==> config.mk <==
export PLATFORM = sky130hd
export DESIGN_NAME = vga_sync_out
export DESIGN_NICKNAME = d
export VERILOG_FILES = /design/src/rtl/vga_sync_out.sv
export SDC_FILE = /design/constraint.sdc
export NUM_CORES = 1
export LEC_CHECK = 0
export CAP_MARGIN = 15
export CORE_ASPECT_RATIO = 0.9
export CORE_MARGIN = 2
export CORE_UTILIZATION = 40
export DETAILED_ROUTE_END_ITERATION = 8
export GPL_ROUTABILITY_DRIVEN = 0
export PLACE_DENSITY_LB_ADDON = 0.08
export SLEW_MARGIN = 20
export SYNTH_ARGS = -nofsm -noshare
export SYNTH_HDL_FRONTEND = slang
export SYNTH_SLANG_ARGS = --single-unit
==> constraint.sdc <==
create_clock -name clk -period 1.8 [get_ports clk]
set_input_delay 0.36 -clock clk [delete_from_list [all_inputs] [get_ports clk]]
set_output_delay 0.36 -clock clk [all_outputs]
set_load 0.02 [all_outputs]
==> src/rtl/vga_sync_out.sv <==
// vga_sync_out
//   Raster timing generator and registered VGA output stage. Counts the
//   640x480@60 raster from the pixel clock and publishes the current
//   coordinate to the object drawers. Delays blanking and sync by PIPE_DELAY
//   clocks so they line up with the colour returned by the drawer/mux
//   pipeline, then registers everything onto the DAC and sync pins.
//
// Ports
//   clk                  pixel clock
//   resetN               asynchronous, active-low reset
//   redIn/greenIn/blueIn colour from the object mux, PIPE_DELAY clocks
//                        behind pixelX/pixelY
//   pixelX, pixelY       raw horizontal/vertical counters (also in blanking)
//   frameTick            one-clock strobe while (pixelX,pixelY) = (0,V_ACTIVE)
//   VGA_HS, VGA_VS       active-low syncs
//   VGA_BLANK_N          high while the displayed pixel is visible
//   VGA_R/G/B            DAC colour, zero while blanked
module vga_sync_out #(
  parameter int H_ACTIVE   = 640,
  parameter int H_FP       = 16,
  parameter int H_SYNC     = 96,
  parameter int H_BP       = 48,
  parameter int V_ACTIVE   = 480,
  parameter int V_FP       = 10,
  parameter int V_SYNC     = 2,
  parameter int V_BP       = 33,
  parameter int PIPE_DELAY = 1
) (
  input  logic        clk,
  input  logic        resetN,
  input  logic [7:0]  redIn,
  input  logic [7:0]  greenIn,
  input  logic [7:0]  blueIn,
  output logic [10:0] pixelX,
  output logic [10:0] pixelY,
  output logic        frameTick,
  output logic        VGA_HS,
  output logic        VGA_VS,
  output logic        VGA_BLANK_N,
  output logic [7:0]  VGA_R,
  output logic [7:0]  VGA_G,
  output logic [7:0]  VGA_B
);

  localparam int H_TOTAL = H_ACTIVE + H_FP + H_SYNC + H_BP;
  localparam int V_TOTAL = V_ACTIVE + V_FP + V_SYNC + V_BP;

  localparam logic [10:0] H_LAST     = 11'(H_TOTAL - 1);
  localparam logic [10:0] V_LAST     = 11'(V_TOTAL - 1);
  localparam logic [10:0] H_VIS      = 11'(H_ACTIVE);
  localparam logic [10:0] V_VIS      = 11'(V_ACTIVE);
  localparam logic [10:0] V_VIS_LAST = 11'(V_ACTIVE - 1);
  localparam logic [10:0] HS_BEG     = 11'(H_ACTIVE + H_FP);
  localparam logic [10:0] HS_END     = 11'(H_ACTIVE + H_FP + H_SYNC);
  localparam logic [10:0] VS_BEG     = 11'(V_ACTIVE + V_FP);
  localparam logic [10:0] VS_END     = 11'(V_ACTIVE + V_FP + V_SYNC);

  function automatic logic [7:0] blank_colour(input logic vis, input logic [7:0] c);
    return vis ? c : 8'd0;
  endfunction

  logic [10:0] hCnt;
  logic [10:0] vCnt;

  // Stage p0: raster counters and combinational timing decode
  always_ff @(posedge clk or negedge resetN) begin
    if (!resetN) begin
      hCnt      <= '0;
      vCnt      <= '0;
      frameTick <= 1'b0;
    end else begin
      // Registered so the strobe is high exactly while the counters read
      // (0, V_ACTIVE): decode the clock that precedes it.
      frameTick <= (hCnt == H_LAST) && (vCnt == V_VIS_LAST);
      if (hCnt == H_LAST) begin
        hCnt <= '0;
        vCnt <= (vCnt == V_LAST) ? 11'd0 : vCnt + 11'd1;
      end else begin
        hCnt <= hCnt + 11'd1;
      end
    end
  end

  assign pixelX = hCnt;
  assign pixelY = vCnt;

  logic act_p0;
  logic hs_p0;
  logic vs_p0;

  always_comb begin
    act_p0 = (hCnt < H_VIS) && (vCnt < V_VIS);
    hs_p0  = !((hCnt >= HS_BEG) && (hCnt < HS_END));
    vs_p0  = !((vCnt >= VS_BEG) && (vCnt < VS_END));
  end

  // Stage p1..pN: delay line matching the drawer/mux latency
  logic act_pn;
  logic hs_pn;
  logic vs_pn;

  generate
    if (PIPE_DELAY == 0) begin : g_bypass
      assign act_pn = act_p0;
      assign hs_pn  = hs_p0;
      assign vs_pn  = vs_p0;
    end else begin : g_dly
      logic [PIPE_DELAY-1:0] act_sr;
      logic [PIPE_DELAY-1:0] hs_sr;
      logic [PIPE_DELAY-1:0] vs_sr;

      // Stages reset to the blanked, sync-inactive state so the outputs
      // stay quiet until the line refills after reset.
      always_ff @(posedge clk or negedge resetN) begin
        if (!resetN) begin
          act_sr <= '0;
          hs_sr  <= '1;
          vs_sr  <= '1;
        end else begin
          act_sr[0] <= act_p0;
          hs_sr[0]  <= hs_p0;
          vs_sr[0]  <= vs_p0;
          for (int i = 1; i < PIPE_DELAY; i++) begin
            act_sr[i] <= act_sr[i-1];
            hs_sr[i]  <= hs_sr[i-1];
            vs_sr[i]  <= vs_sr[i-1];
          end
        end
      end

      assign act_pn = act_sr[PIPE_DELAY-1];
      assign hs_pn  = hs_sr[PIPE_DELAY-1];
      assign vs_pn  = vs_sr[PIPE_DELAY-1];
    end
  endgenerate

  // Output stage: sync, blank and colour of one pixel leave on the same edge
  always_ff @(posedge clk or negedge resetN) begin
    if (!resetN) begin
      VGA_HS      <= 1'b1;
      VGA_VS      <= 1'b1;
      VGA_BLANK_N <= 1'b0;
      VGA_R       <= 8'd0;
      VGA_G       <= 8'd0;
      VGA_B       <= 8'd0;
    end else begin
      VGA_HS      <= hs_pn;
      VGA_VS      <= vs_pn;
      VGA_BLANK_N <= act_pn;
      VGA_R       <= blank_colour(act_pn, redIn);
      VGA_G       <= blank_colour(act_pn, greenIn);
      VGA_B       <= blank_colour(act_pn, blueIn);
    end
  end

endmodule
==> results.md <==
* Die Area at 0.00598 mm^2
* Worst Hold Endpoint: VGA_VS$_DFF_PN1_
* Final nets at 295
* Die span in x at slightly above 80 um
* Worst Path Required at 1.44 ns
* # setup viols final at 0
* Asr flop ratio synth at 100%
* Initial Utilization at 41.2%
* Number of flops mapped to enable cells by yosys at 0
* Register bit total from synthesis at 53
* Share of the synthesized area in the top cell type at 57.0%
* Synth top area cells: dfrtp_1, and2_1, dfstp_2
* Layout cells sized above 1 at 11.2%
* Max Fclk at 590 MHz
* Vias in the first global route at 1552
* Peak VDD IR at 0.000432 V
* Die height at 73.6 um
* First-pass iteration count of the detailed router at 4
* Clock latency on the worst-skew pair at 0.31 ns
* Syn Std Cell Area at between 0.002 and 0.0025 mm^2
* Post-DR vias/cell at approximately 5.0
* ANT nets after route at 0
* Ant. Diodes at 0
* Post-synthesis sequential area ratio at around three fifths
* RSZ-0062 raised after global routing: false
* GRT Util Overall at about 17%
* Largest net degree at the start of global routing at 37
* Cts bufs inserted at 5
* Core area at between 0.005 and 0.006 mm^2
* Worst slew pin tran at 0.573 ns
* Hpwl dp at 3.45 mm
* Hold Crit Start: g_dly.vs_sr$_DFF_PN1_
* Arr. time, crit path at 1.34 ns
* Hold Path Depth at 0
* Slowest stage delay, CP at 0.62 ns
* RR Endpoint: pixelY[10]$_DFFE_PN0N_
* Crit. End Element: output port
* Vias at 1659
* Max Slew Vio Count at 0
* Synth top cells by count: dfrtp_1, and2_1, nand2_1
* Critical path class: register to output port
* Worst slew margin at 61.8%
* Ports at 76
* Critical Path Start Type: register
* Gr ovfl total at 0
* Routed wire length at 4.82 mm
* Synthesized Nets at 209
* Row count at 25
* Slowest CP cell: clkdlybuf4s50_1
* Clock sinks at 53
* Post-layout min period at ~1.7 ns
* PD cells at 667 mW/mm^2
* Post-Syn Instances at 180
* Area delta synth->final at 46.3%
* Fin. Hold Viols at 0
* Final Skew at just under 0.009 ns
* PortBufs at 75
* Global-route wire length before repair at around 7.5 mm
* Cell family with most CP delay: buffers and inverters
* H-tree levels at 2
* Predominant post-synthesis flop cell: dfrtp_1
* Worst R2R Start: pixelX[0]$_DFF_PN0_
* CTS tree: done
* Detailed Route Iter0 Violations at between 90 and 100
* Reg clk slew, reported paths at 0.10 ns
* Leak at 1.58 nW
* Root Driver: clkbuf_8
* Synth Warn # at 0
* Reg2Reg Setup Slack at 0.16 ns
* Clock Tree Buf Depth at 2
* Avg Cell Area, Syn at 12.0 um^2
* Period utilization at 94.2%
* # DRC at 0
* Max-cap violations at 0
* Initial antenna violation count at 0
* Total power at roughly 0.0021 W
* Status: finished clean
* Hold Crit Class: register to register
* Count leader, synth: dfrtp_1
* Cells along the critical path: clkdlybuf4s50_1
* Final setup TNS at 0 ns
* Post-CTS Setup Inserts at 0
* CP bufs+invs at 1
* Netlist cell types at 40
* Cell taking the most area after synthesis: dfrtp_1
* Avg WL per Cell at around 14 um
* Reg2Reg Depth at 6
* CP Max Fanout at 4
## registers in the layout, indices dropped and copies added (netlist names), 8 cells and up
name    count
VGA_G       8
pixelX     11
pixelY     11
VGA_B       8
VGA_R       8
## where the power goes
| group | total, W | internal [W] | switching, W |
|---|---|---|---|
| sequential | 0.00122 | 0.00122 | 0.00000676 |
| combinational | 0.000192 | 0.000111 | 0.0000812 |
| clock | 0.000686 | 0.000277 | 0.000409 |
## cells in the final DEF, fill, tap and decap left out, types with 2 or more instances in the layout
cell type and count:
clkdlybuf4s50_1 55, dfrtp_1 47, and2_1 26, nand2_1 11
dlymetal6s2s_1 11, nor2_1 10, nand3_1 10, xor2_1 8
dlygate4sd2_1 8, buf_4 8, and3_1 6, nand4_1 5
nor3_1 5, clkbuf_8 5, dfstp_2 4, xnor2_1 4
o21ai_0 4, inv_1 3, ha_1 3, a21oi_1 2
nor4_1 2, a31oi_1 2, dfrtp_2 2
## timing repair
action,4_1_cts,5_1_grt
setup endpoints to repair,9,14
hold endpoints to repair,17,0
resized for setup,9,13
hold buffers,1,0
## worst max-delay path by stage
stage / startpoint / endpoint / slack (ns) / cells past startpoint
3_5_place_dp: pixelX[0]$_DFF_PN0_ / pixelY[10]$_DFFE_PN0N_ / 0.08 / 6
6_report: pixelY[8]$_DFFE_PN0N_ / pixelY[8] / 0.10 / 1
5_1_grt: pixelX[1]$_DFF_PN0_ / pixelY[10]$_DFFE_PN0N_ / 0.03 / 6
2_1_floorplan: pixelX[1]$_DFF_PN0_ / pixelY[4]$_DFFE_PN0N_ / 0.01 / 6
4_1_cts: pixelY[1]$_DFFE_PN0N_ / pixelY[1] / 0.001 / 2
3_3_place_gp: pixelX[0]$_DFF_PN0_ / pixelY[4]$_DFFE_PN0N_ / 0.12 / 5
## layout make-up
cell class | instances | area, um^2
Inverter | 3 | 11.3
Timing Repair Buffer | 85 | 853
Clock buffer | 5 | 68.8
Multi-Input combinational cell | 118 | 777
Tap cell | 67 | 83.8
Clock inverter | 3 | 21.3
Sequential cell | 53 | 1330
Fill cell | 457 | 2070
## metrics by stage
| step | cell area (um^2) | utilization, % | std cells | setup WS (ns) | hold slack (ns) |
|---|---|---|---|---|---|
| floorplan | 2150 | - | 180 | 0.00962 | 0.0644 |
| global placement | 3030 | 58.0 | 325 | 0.123 | 0.334 |
| detailed placement | 3030 | 58.0 | 325 | 0.0782 | 0.334 |
| CTS | 3120 | 59.7 | 334 | 0.00142 | 0.362 |
| global route | 3150 | 60.3 | 334 | 0.0267 | 0.366 |
| finish | 3150 | 60.3 | 334 | 0.104 | 0.361 |
## kinds of logic (layout without fill, tap and decap cells)
group | Yosys count | count (layout) | share of synthesized area, %
compound gates | 12 | 12 | 3.49
xor+xnor | 12 | 12 | 4.88
fa+ha+maj | 3 | 3 | 1.74
buf+inv | 9 | 96 | 2.15
flops | 53 | 53 | 61.9
mux | 1 | 1 | 0.465
simple gates | 90 | 90 | 25.4
## routing by layer
| metal | track usage (%) | routed length, um |
|---|---|---|
| met5 | 0 | 0 |
| met4 | 6.40 | 46 |
| met3 | 3.81 | 301 |
| met2 | 26.0 | 2260 |
| met1 | 23.3 | 2210 |
No activity file was read; power rests on OpenSTA's default activity.
